File: src/rtl/mult_div_unit_pkg.sv
// mult_div_unit_pkg: shared types and constants for the multiply/divide unit.
// Provides the FSM state enum, Op encodings, operand width, iteration count
// and a two's-complement magnitude helper.
package mdu_pkg;
    localparam int WIDTH = 32;
    localparam int ITER  = WIDTH;
    localparam int CW    = $clog2(ITER);
    localparam logic OP_MULT = 1'b0;
    localparam logic OP_DIV  = 1'b1;
    typedef enum logic [1:0] {S_IDLE, S_MUL_RUN, S_DIV_RUN, S_FINISH} state_t;
    function automatic logic [WIDTH-1:0] mag(input logic [WIDTH-1:0] v);
        return v[WIDTH-1] ? -v : v;
    endfunction
endpackage

File: src/rtl/mult_div_unit_div_step.sv
// div_step: one combinational restoring-division iteration on magnitudes.
// Ports: i_rem partial remainder, i_quo dividend/quotient shift register,
//        i_div divisor magnitude; o_rem/o_quo next remainder and quotient.
module div_step
    import mdu_pkg::*;
(
    input  logic [WIDTH-1:0] i_rem,
    input  logic [WIDTH-1:0] i_quo,
    input  logic [WIDTH-1:0] i_div,
    output logic [WIDTH-1:0] o_rem,
    output logic [WIDTH-1:0] o_quo
);
    logic [WIDTH:0] w_shift;
    logic [WIDTH:0] w_trial;
    // Remainder stays below the divisor, so the shifted value fits in WIDTH+1
    // bits and the trial difference's top bit is a valid borrow flag.
    always_comb begin
        w_shift = {i_rem, i_quo[WIDTH-1]};
        w_trial = w_shift - {1'b0, i_div};
        o_rem   = w_trial[WIDTH] ? w_shift[WIDTH-1:0] : w_trial[WIDTH-1:0];
        o_quo   = {i_quo[WIDTH-2:0], ~w_trial[WIDTH]};
    end
endmodule

File: src/rtl/mult_div_unit.sv
// mult_div_unit: multicycle signed MULT/DIV unit owning the HI/LO registers.
// Ports: i_clk, i_reset (sync, active-high), i_start, i_op (0 MULT, 1 DIV),
//        i_a/i_b signed operands; o_hi/o_lo results, o_busy while in flight,
//        o_done one-cycle completion pulse, o_div_zero pulse on DIV by zero.
module mult_div_unit
    import mdu_pkg::*;
(
    input  logic             i_clk,
    input  logic             i_reset,
    input  logic             i_start,
    input  logic             i_op,
    input  logic [WIDTH-1:0] i_a,
    input  logic [WIDTH-1:0] i_b,
    output logic [WIDTH-1:0] o_hi,
    output logic [WIDTH-1:0] o_lo,
    output logic             o_busy,
    output logic             o_done,
    output logic             o_div_zero
);
    state_t           r_state, w_next;
    logic [CW-1:0]    r_count;
    // MULT: {sign-extended upper half (WIDTH+1), multiplier/low half (WIDTH)}.
    // DIV:  {0, remainder, dividend/quotient}.
    logic [2*WIDTH:0] r_acc;
    logic [WIDTH-1:0] r_opnd, r_hi, r_lo;
    logic             r_booth, r_op, r_qneg, r_rneg, r_dz, r_done, r_dz_out;
    logic [WIDTH:0]   w_up, w_mc, w_sum;
    logic [WIDTH-1:0] w_rem, w_quo;
    logic             w_last;

    div_step u_div_step (
        .i_rem (r_acc[2*WIDTH-1:WIDTH]),
        .i_quo (r_acc[WIDTH-1:0]),
        .i_div (r_opnd),
        .o_rem (w_rem),
        .o_quo (w_quo)
    );

    // Upper half carries one guard bit so subtracting the most negative
    // multiplicand cannot overflow.
    always_comb begin
        w_last = r_count == CW'(ITER - 1);
        w_up   = r_acc[2*WIDTH:WIDTH];
        w_mc   = {r_opnd[WIDTH-1], r_opnd};
        w_sum  = ({r_acc[0], r_booth} == 2'b01) ? w_up + w_mc :
                 ({r_acc[0], r_booth} == 2'b10) ? w_up - w_mc : w_up;
    end

    always_comb begin
        w_next = r_state;
        case (r_state)
            S_IDLE:    w_next = !i_start ? S_IDLE :
                                (i_op == OP_MULT) ? S_MUL_RUN :
                                (i_b == '0) ? S_FINISH : S_DIV_RUN;
            S_MUL_RUN,
            S_DIV_RUN: w_next = w_last ? S_FINISH : r_state;
            default:   w_next = S_IDLE;
        endcase
    end

    always_ff @(posedge i_clk) begin
        if (i_reset)
            r_state <= S_IDLE;
        else
            r_state <= w_next;
    end

    always_ff @(posedge i_clk) begin
        if (i_reset) begin
            r_count  <= '0;
            r_acc    <= '0;
            r_opnd   <= '0;
            r_hi     <= '0;
            r_lo     <= '0;
            r_booth  <= 1'b0;
            r_op     <= OP_MULT;
            r_qneg   <= 1'b0;
            r_rneg   <= 1'b0;
            r_dz     <= 1'b0;
            r_done   <= 1'b0;
            r_dz_out <= 1'b0;
        end else begin
            r_done   <= r_state == S_FINISH;
            r_dz_out <= r_state == S_FINISH && r_dz;
            case (r_state)
                S_IDLE: begin
                    if (i_start) begin
                        r_count <= '0;
                        r_booth <= 1'b0;
                        r_op    <= i_op;
                        r_dz    <= i_op == OP_DIV && i_b == '0;
                        r_qneg  <= i_a[WIDTH-1] ^ i_b[WIDTH-1];
                        r_rneg  <= i_a[WIDTH-1];
                        r_opnd  <= (i_op == OP_MULT) ? i_a : mag(i_b);
                        r_acc   <= {(WIDTH+1)'(0), (i_op == OP_MULT) ? i_b : mag(i_a)};
                    end
                end
                S_MUL_RUN: begin
                    r_acc   <= {w_sum[WIDTH], w_sum, r_acc[WIDTH-1:1]};
                    r_booth <= r_acc[0];
                    r_count <= r_count + 1'b1;
                end
                S_DIV_RUN: begin
                    r_acc   <= {1'b0, w_rem, w_quo};
                    r_count <= r_count + 1'b1;
                end
                S_FINISH: begin
                    if (!r_dz) begin
                        r_hi <= (r_op == OP_MULT || !r_rneg) ? r_acc[2*WIDTH-1:WIDTH] : -r_acc[2*WIDTH-1:WIDTH];
                        r_lo <= (r_op == OP_MULT || !r_qneg) ? r_acc[WIDTH-1:0] : -r_acc[WIDTH-1:0];
                    end
                end
                default: ;
            endcase
        end
    end

    assign o_hi       = r_hi;
    assign o_lo       = r_lo;
    assign o_busy     = r_state != S_IDLE;
    assign o_done     = r_done;
    assign o_div_zero = r_dz_out;
endmodule

File: config.mk
export PLATFORM = sky130hd
export DESIGN_NAME = mult_div_unit
export DESIGN_NICKNAME = d
export VERILOG_FILES = /design/src/rtl/mult_div_unit_pkg.sv /design/src/rtl/mult_div_unit_div_step.sv /design/src/rtl/mult_div_unit.sv
export SDC_FILE = /design/constraint.sdc
export NUM_CORES = 1
export LEC_CHECK = 0
export BUFFER_PORTS_ARGS = -buffer_cell sky130_fd_sc_hd__buf_4
export CELL_PAD_IN_SITES_DETAIL_PLACEMENT = 0
export CELL_PAD_IN_SITES_GLOBAL_PLACEMENT = 1
export CORE_ASPECT_RATIO = 1.2
export CORE_MARGIN = 1
export CORE_UTILIZATION = 41
export CTS_BUF_LIST = sky130_fd_sc_hd__clkbuf_16
export DETAILED_ROUTE_END_ITERATION = 10
export GPL_ROUTABILITY_DRIVEN = 0
export PLACE_DENSITY_LB_ADDON = 0.1
export SYNTH_ARGS = -nofsm -noshare
export SYNTH_HDL_FRONTEND = slang
export SYNTH_SLANG_ARGS = --single-unit
File: constraint.sdc
create_clock -name i_clk -period 3.6 [get_ports i_clk]
set_input_delay 0.36 -clock i_clk [delete_from_list [all_inputs] [get_ports i_clk]]
set_output_delay 0.36 -clock i_clk [all_outputs]
set_load 0.005 [all_outputs]
Word-level counts from Yosys, hierarchy flattened
Cells that the tools add are included.
{"block": "totals", "regBits": 175, "inputBits": 68, "out_inout_bits": 67, "wordCells": 71}
{"block": "classes", "n_addsub": 8, "n_eq_ne": 8, "muxes": 20, "bitwise": 4, "reduce_logical": 18}
{"operator": "2-to-1 mux 32 bit", "n": 7}
{"operator": "one-hot mux 65 bit (3 select lines)", "n": 1}
{"operator": "negator 32 bit", "n": 4}
{"operator": "2-to-1 mux 33 bit", "n": 2}
{"operator": "2-to-1 mux 65 bit", "n": 1}
{"operator": "adder 33 bit", "n": 1}
{"operator": "subtractor 33 x 32 -> 33 bit", "n": 1}
{"operator": "subtractor 33 bit", "n": 1}
{"operator": "zero test 32 bit", "n": 1}
{"operator": "one-hot mux 5 bit (2 select lines)", "n": 1}
{"operator": "AND reduction 2 bit", "n": 5}
{"operator": "== test 2 bit, second input constant", "n": 3}
{"operator": "2-to-1 mux 2 bit", "n": 3}
{"operator": "nonzero test 2 bit", "n": 3}
{"operator": "adder 5 x 1 -> 5 bit, second input constant", "n": 1}
{"operator": "== test 5 bit, second input constant", "n": 1}
{"operator": "2-to-1 mux 5 bit", "n": 1}
{"operator": "== test 2 x 1 -> 1 bit, second input constant", "n": 2}
{"operator": "one-hot mux 2 bit (2 select lines)", "n": 1}
{"operator": "NOT 1 bit", "n": 3}
{"operator": "nonzero test 3 bit", "n": 1}
{"operator": "logical AND 1 bit", "n": 2}
{"operator": "zero test 1 bit", "n": 2}
{"operator": "zero test 2 bit", "n": 1}
{"operator": "other kinds (7)", "n": 9}

Depth between registers and ports, before layout
{"block": "logic_depth", "ltp_word": 5, "mapped_depth": 15}

Modules after synthesis
A second synthesis with hierarchy kept.
{"block": "hier_totals", "hier_cells": 2170, "area_unflattened_um2": 16181.8}
{"mod": "mult_div_unit", "n_inst": 1, "cells_each": 1828, "area_per_inst_um2": 13693.1}
{"mod": "div_step", "n_inst": 1, "cells_each": 342, "area_per_inst_um2": 2488.6}

Worst setup path after synthesis
OpenSTA, ideal clock, no wires.
{"block": "synth_timing", "path_type": "reg2reg", "start": "register r_acc[33]", "end": "register r_acc[63]", "arrival_ps": 3202, "required_time_ps": 3480, "slack_ps": 278, "path_stages_with_launch": 14, "cell_sequence": "dfxtp_1 > clkbuf_1 > inv_1 > fa_1 > nor2b_1 > o31ai_1 > a2111oi_0 > o2111ai_1 > a31oi_1 > o22ai_1 > mux2i_1 > mux2i_1 > a31oi_1 > a211o_1"}
{"block": "synth_between", "elab_chain_len": 4}
{"item": "start: declaration", "line": "mult_div_unit.sv:24", "text": "logic [2*WIDTH:0] r_acc;"}
{"item": "start signal: assignment", "line": "mult_div_unit.sv:95", "text": "r_acc <= {(WIDTH+1)'(0), (i_op == OP_MULT) ? i_b : mag(i_a)};"}
{"item": "start signal: assignment", "line": "mult_div_unit.sv:99", "text": "r_acc <= {w_sum[WIDTH], w_sum, r_acc[WIDTH-1:1]};"}
{"item": "start signal: assignment", "line": "mult_div_unit.sv:104", "text": "r_acc <= {1'b0, w_rem, w_quo};"}
{"item": "subtractor 33 bit", "line": "mult_div_unit.sv:46", "text": "({r_acc[0], r_booth} == 2'b10) ? w_up - w_mc : w_up;"}
{"item": "2-to-1 mux 33 bit", "line": "mult_div_unit.sv:46"}
{"item": "2-to-1 mux 33 bit", "line": "mult_div_unit.sv:45", "text": "w_sum = ({r_acc[0], r_booth} == 2'b01) ? w_up + w_mc :"}
{"item": "one-hot mux 65 bit (3 select lines) (*)", "line": "mult_div_unit.sv:85", "text": "case (r_state)"}
Every way passes the cells marked *; elsewhere a longest branch is shown, timed or not.
A chain may end at the register's enable or synchronous reset.

Worst setup path after layout
{"block": "layout_timing", "start": "register r_acc[32]", "end": "register r_acc[63]"}
The elaborated chain is that of the path after synthesis.

==> impl_metrics.env <==
export IMPL_clock_latency_ps=470
export IMPL_ys_flop_type="dfxtp_1"
export IMPL_p_leak_nw=7.58
export IMPL_postRouteAntennaNets=0
export IMPL_clk_pin_slew_ps=70
export IMPL_dr_pass1_iters=9
export IMPL_grt_pass1_wl_um=90700
export IMPL_rr_worst_depth=15
export IMPL_path_class="register to register"
export IMPL_cpPeakStageDelay_ps=460
export IMPL_crit_path_start_kind="register"
export IMPL_worst_pin_slew_ps=1040
export IMPL_drt_initial_drc_count=1352
export IMPL_path_buf_inv=3
export IMPL_ys_top_cells_by_area="dfxtp_1, ha_1, a21oi_1"
export IMPL_vias=16600
export IMPL_clock_sinks=175
export IMPL_clock_power_share=0.338
export IMPL_synth_edf_count=0
export IMPL_reg2reg_slack_ps=110
export IMPL_cp_end_kind="register"
export IMPL_hold_viol_final=0
export IMPL_power_switching_mw=2.03
export IMPL_final_area_um2=18400
export IMPL_synth_common_cells="a21oi_1, nor2_1, dfxtp_1, nand2_1, clkbuf_1"
export IMPL_viasPerCell=6.05
export IMPL_fin_nets=2426
export IMPL_vdd_drop_max_v=0.000386
export IMPL_grt_pass1_vias=15800
export IMPL_port_buffers=134
export IMPL_synth_top_area_share=0.226
export IMPL_min_path_type="primary input to register"
export IMPL_antenna_cells=0
export IMPL_ys_ff_latch=175
export IMPL_setup_viol=0
export IMPL_status="finished clean"
export IMPL_cts_tree="built"
export IMPL_area_growth_pct=18.7
export IMPL_period_minus_slack_ps=3490
export IMPL_cp_slowest_cell="a2111oi_1"
export IMPL_start_util=0.418
export IMPL_cts_hold_buf=0
export IMPL_dieArea_um2=38600
export IMPL_place_area_um2=17700
export IMPL_synthCells=2092
export IMPL_htree_levels=4
export IMPL_cpLargestDelayFamily="compound AO/OA/AOI/OAI gates"
export IMPL_pwr_share_comb=0.292
export IMPL_worstHoldStart="i_reset"
export IMPL_drc=0
export IMPL_yosysUniqueCellTypes=73
export IMPL_clock_skew_ps=18.5
export IMPL_final_cells=2736
export IMPL_yosys_warnings=0
export IMPL_fp_dieH_um=215
export IMPL_cp_cell_sequence="inv_1 > ha_1 > fa_2 > nor2b_4 > o31ai_1 > a2111oi_1 > buf_4 > o2111ai_2 > a31oi_1 > buf_4 > o22ai_1 > mux2i_1 > mux2i_1 > a31oi_1 > a211o_1"
export IMPL_r2r_start="r_acc[32]"
export IMPL_fin_setup_tns_ps=0
export IMPL_async_flop_share=0
export IMPL_worstReg2RegEnd="r_acc[63]"
export IMPL_switching_share=0.354
export IMPL_antenna_found_initial=0
export IMPL_cts_made_buffers=17
export IMPL_yosys_area_top_type="dfxtp_1"
export IMPL_coreArea_um2=37100
export IMPL_dp_cells=2701
export IMPL_max_slew_margin=0.310
export IMPL_synth_most_common_cell="a21oi_1"
export IMPL_wl_per_cell_um=21.8
export IMPL_ios=135
export IMPL_chipWidth_um=180
export IMPL_syn_area_per_cell_um2=7.41
export IMPL_num_rows=77
export IMPL_pre_cts_ws_ps=41.8
export IMPL_required_ps=3960
export IMPL_intPower_mw=3.71
export IMPL_ys_seq_area_frac=0.226
export IMPL_synth_area_um2=15500
export IMPL_grt_usage=0.304
export IMPL_rsz0062_at_grt="yes"
export IMPL_grt_ovfl_total=0
export IMPL_powerDensity_nw_per_um2=312
export IMPL_setup_slack_ps=111
export IMPL_fmax_ghz=0.287
export IMPL_hpwlAfterDp_um=46500
export IMPL_crit_fanout=4
export IMPL_slew_viol_final=0
export IMPL_clock_path_buffers=2
export IMPL_whs_endpoint="r_count[1]"
export IMPL_wirelength_um=59600
export IMPL_drv_cap=0
export IMPL_crit_start="r_acc[32]"
export IMPL_seqPwrFrac=0.369
export IMPL_hold_path_depth=2
export IMPL_drive_above_1_share=0.160
export IMPL_synth_net_count=2269
export IMPL_fillers=3710
export IMPL_cts_root_buf="clkbuf_16"
export IMPL_fin_crit_sh=0.969
export IMPL_grt_max_degree=86
export IMPL_crit_arrival_ps=3850
through the flow:
stage	hold slack, ps	power [mW]	utilization
floorplan	436	3.15	-
global placement	446	3.79	0.478
detailed placement	462	3.79	0.478
CTS	186	5.73	0.494
global route	210	6.00	0.496
finish	205	5.74	0.496
cell families after synthesis:
family / share of synthesized area
compound gates: 0.326
simple gates: 0.176
buf+inv: 0.0608
xor+xnor: 0.109
flops: 0.226
fa+ha+maj: 0.0894
mux: 0.0127
power groups by stage:
stage	Clock [mW]	Combinational [mW]	Sequential, mW
detailed placement	0	1.63	2.16
global placement	0	1.63	2.16
CTS	1.98	1.64	2.12
finish	1.94	1.68	2.12
floorplan	0	1.04	2.11
global route	2.05	1.82	2.13
registers in the layout, summed over array words and instances, names as in the netlist, 2 cells and up:
| signal | flops |
|---|---|
| o_hi | 32 |
| o_lo | 32 |
| r_acc | 65 |
| r_count | 5 |
| r_opnd | 32 |
| r_state | 2 |
per-layer routing:
metal	wire length, µm	global-route usage	share of wire
met5	0	0	0
met4	3750	0.190	0.063
met3	2610	0.0351	0.044
met2	28800	0.529	0.48
met1	24400	0.356	0.41
cell usage in the layout, fill, tap and decap left out, types with 23 or more instances in the layout:
cell type and count:
nand3_1 28, nand2_1 157, o31ai_1 35, o21ai_0 122, a21o_1 34, buf_4 292
dfxtp_1 173, xnor2_1 82, nor2_1 214, ha_1 106, a222oi_1 29, nand2b_1 27
nor4_1 23, xor2_1 110, a21oi_1 234, inv_1 88, a211oi_1 98, nor3_1 40
o211ai_1 41
worst max path at each step:
stage / endpoint / slack (ps) / depth (start not counted)
2_1_floorplan: r_acc[63] / 280 / 13
3_3_place_gp: r_acc[63] / 20 / 15
3_5_place_dp: r_acc[63] / 40 / 15
4_1_cts: r_acc[63] / 3 / 15
5_1_grt: r_acc[63] / -30 / 15
6_report: r_acc[63] / 110 / 15
timing repair:
action | in CTS | in global routing
gates resized for setup | 0 | 18
buffers inserted | 0 | 3
endpoints found under the setup margin | 0 | 31
area by class of cell:
cell class	instances	area, µm²	area share
clock buffer	17	425	0.0231
clock inverter	15	160	0.00870
inverter	88	334	0.0182
multi-input combinational	1673	11200	0.606
sequential	175	3510	0.190
tap	474	593	0.0322
timing repair buffer	294	2230	0.121
Power figures use the tool's default switching activity.
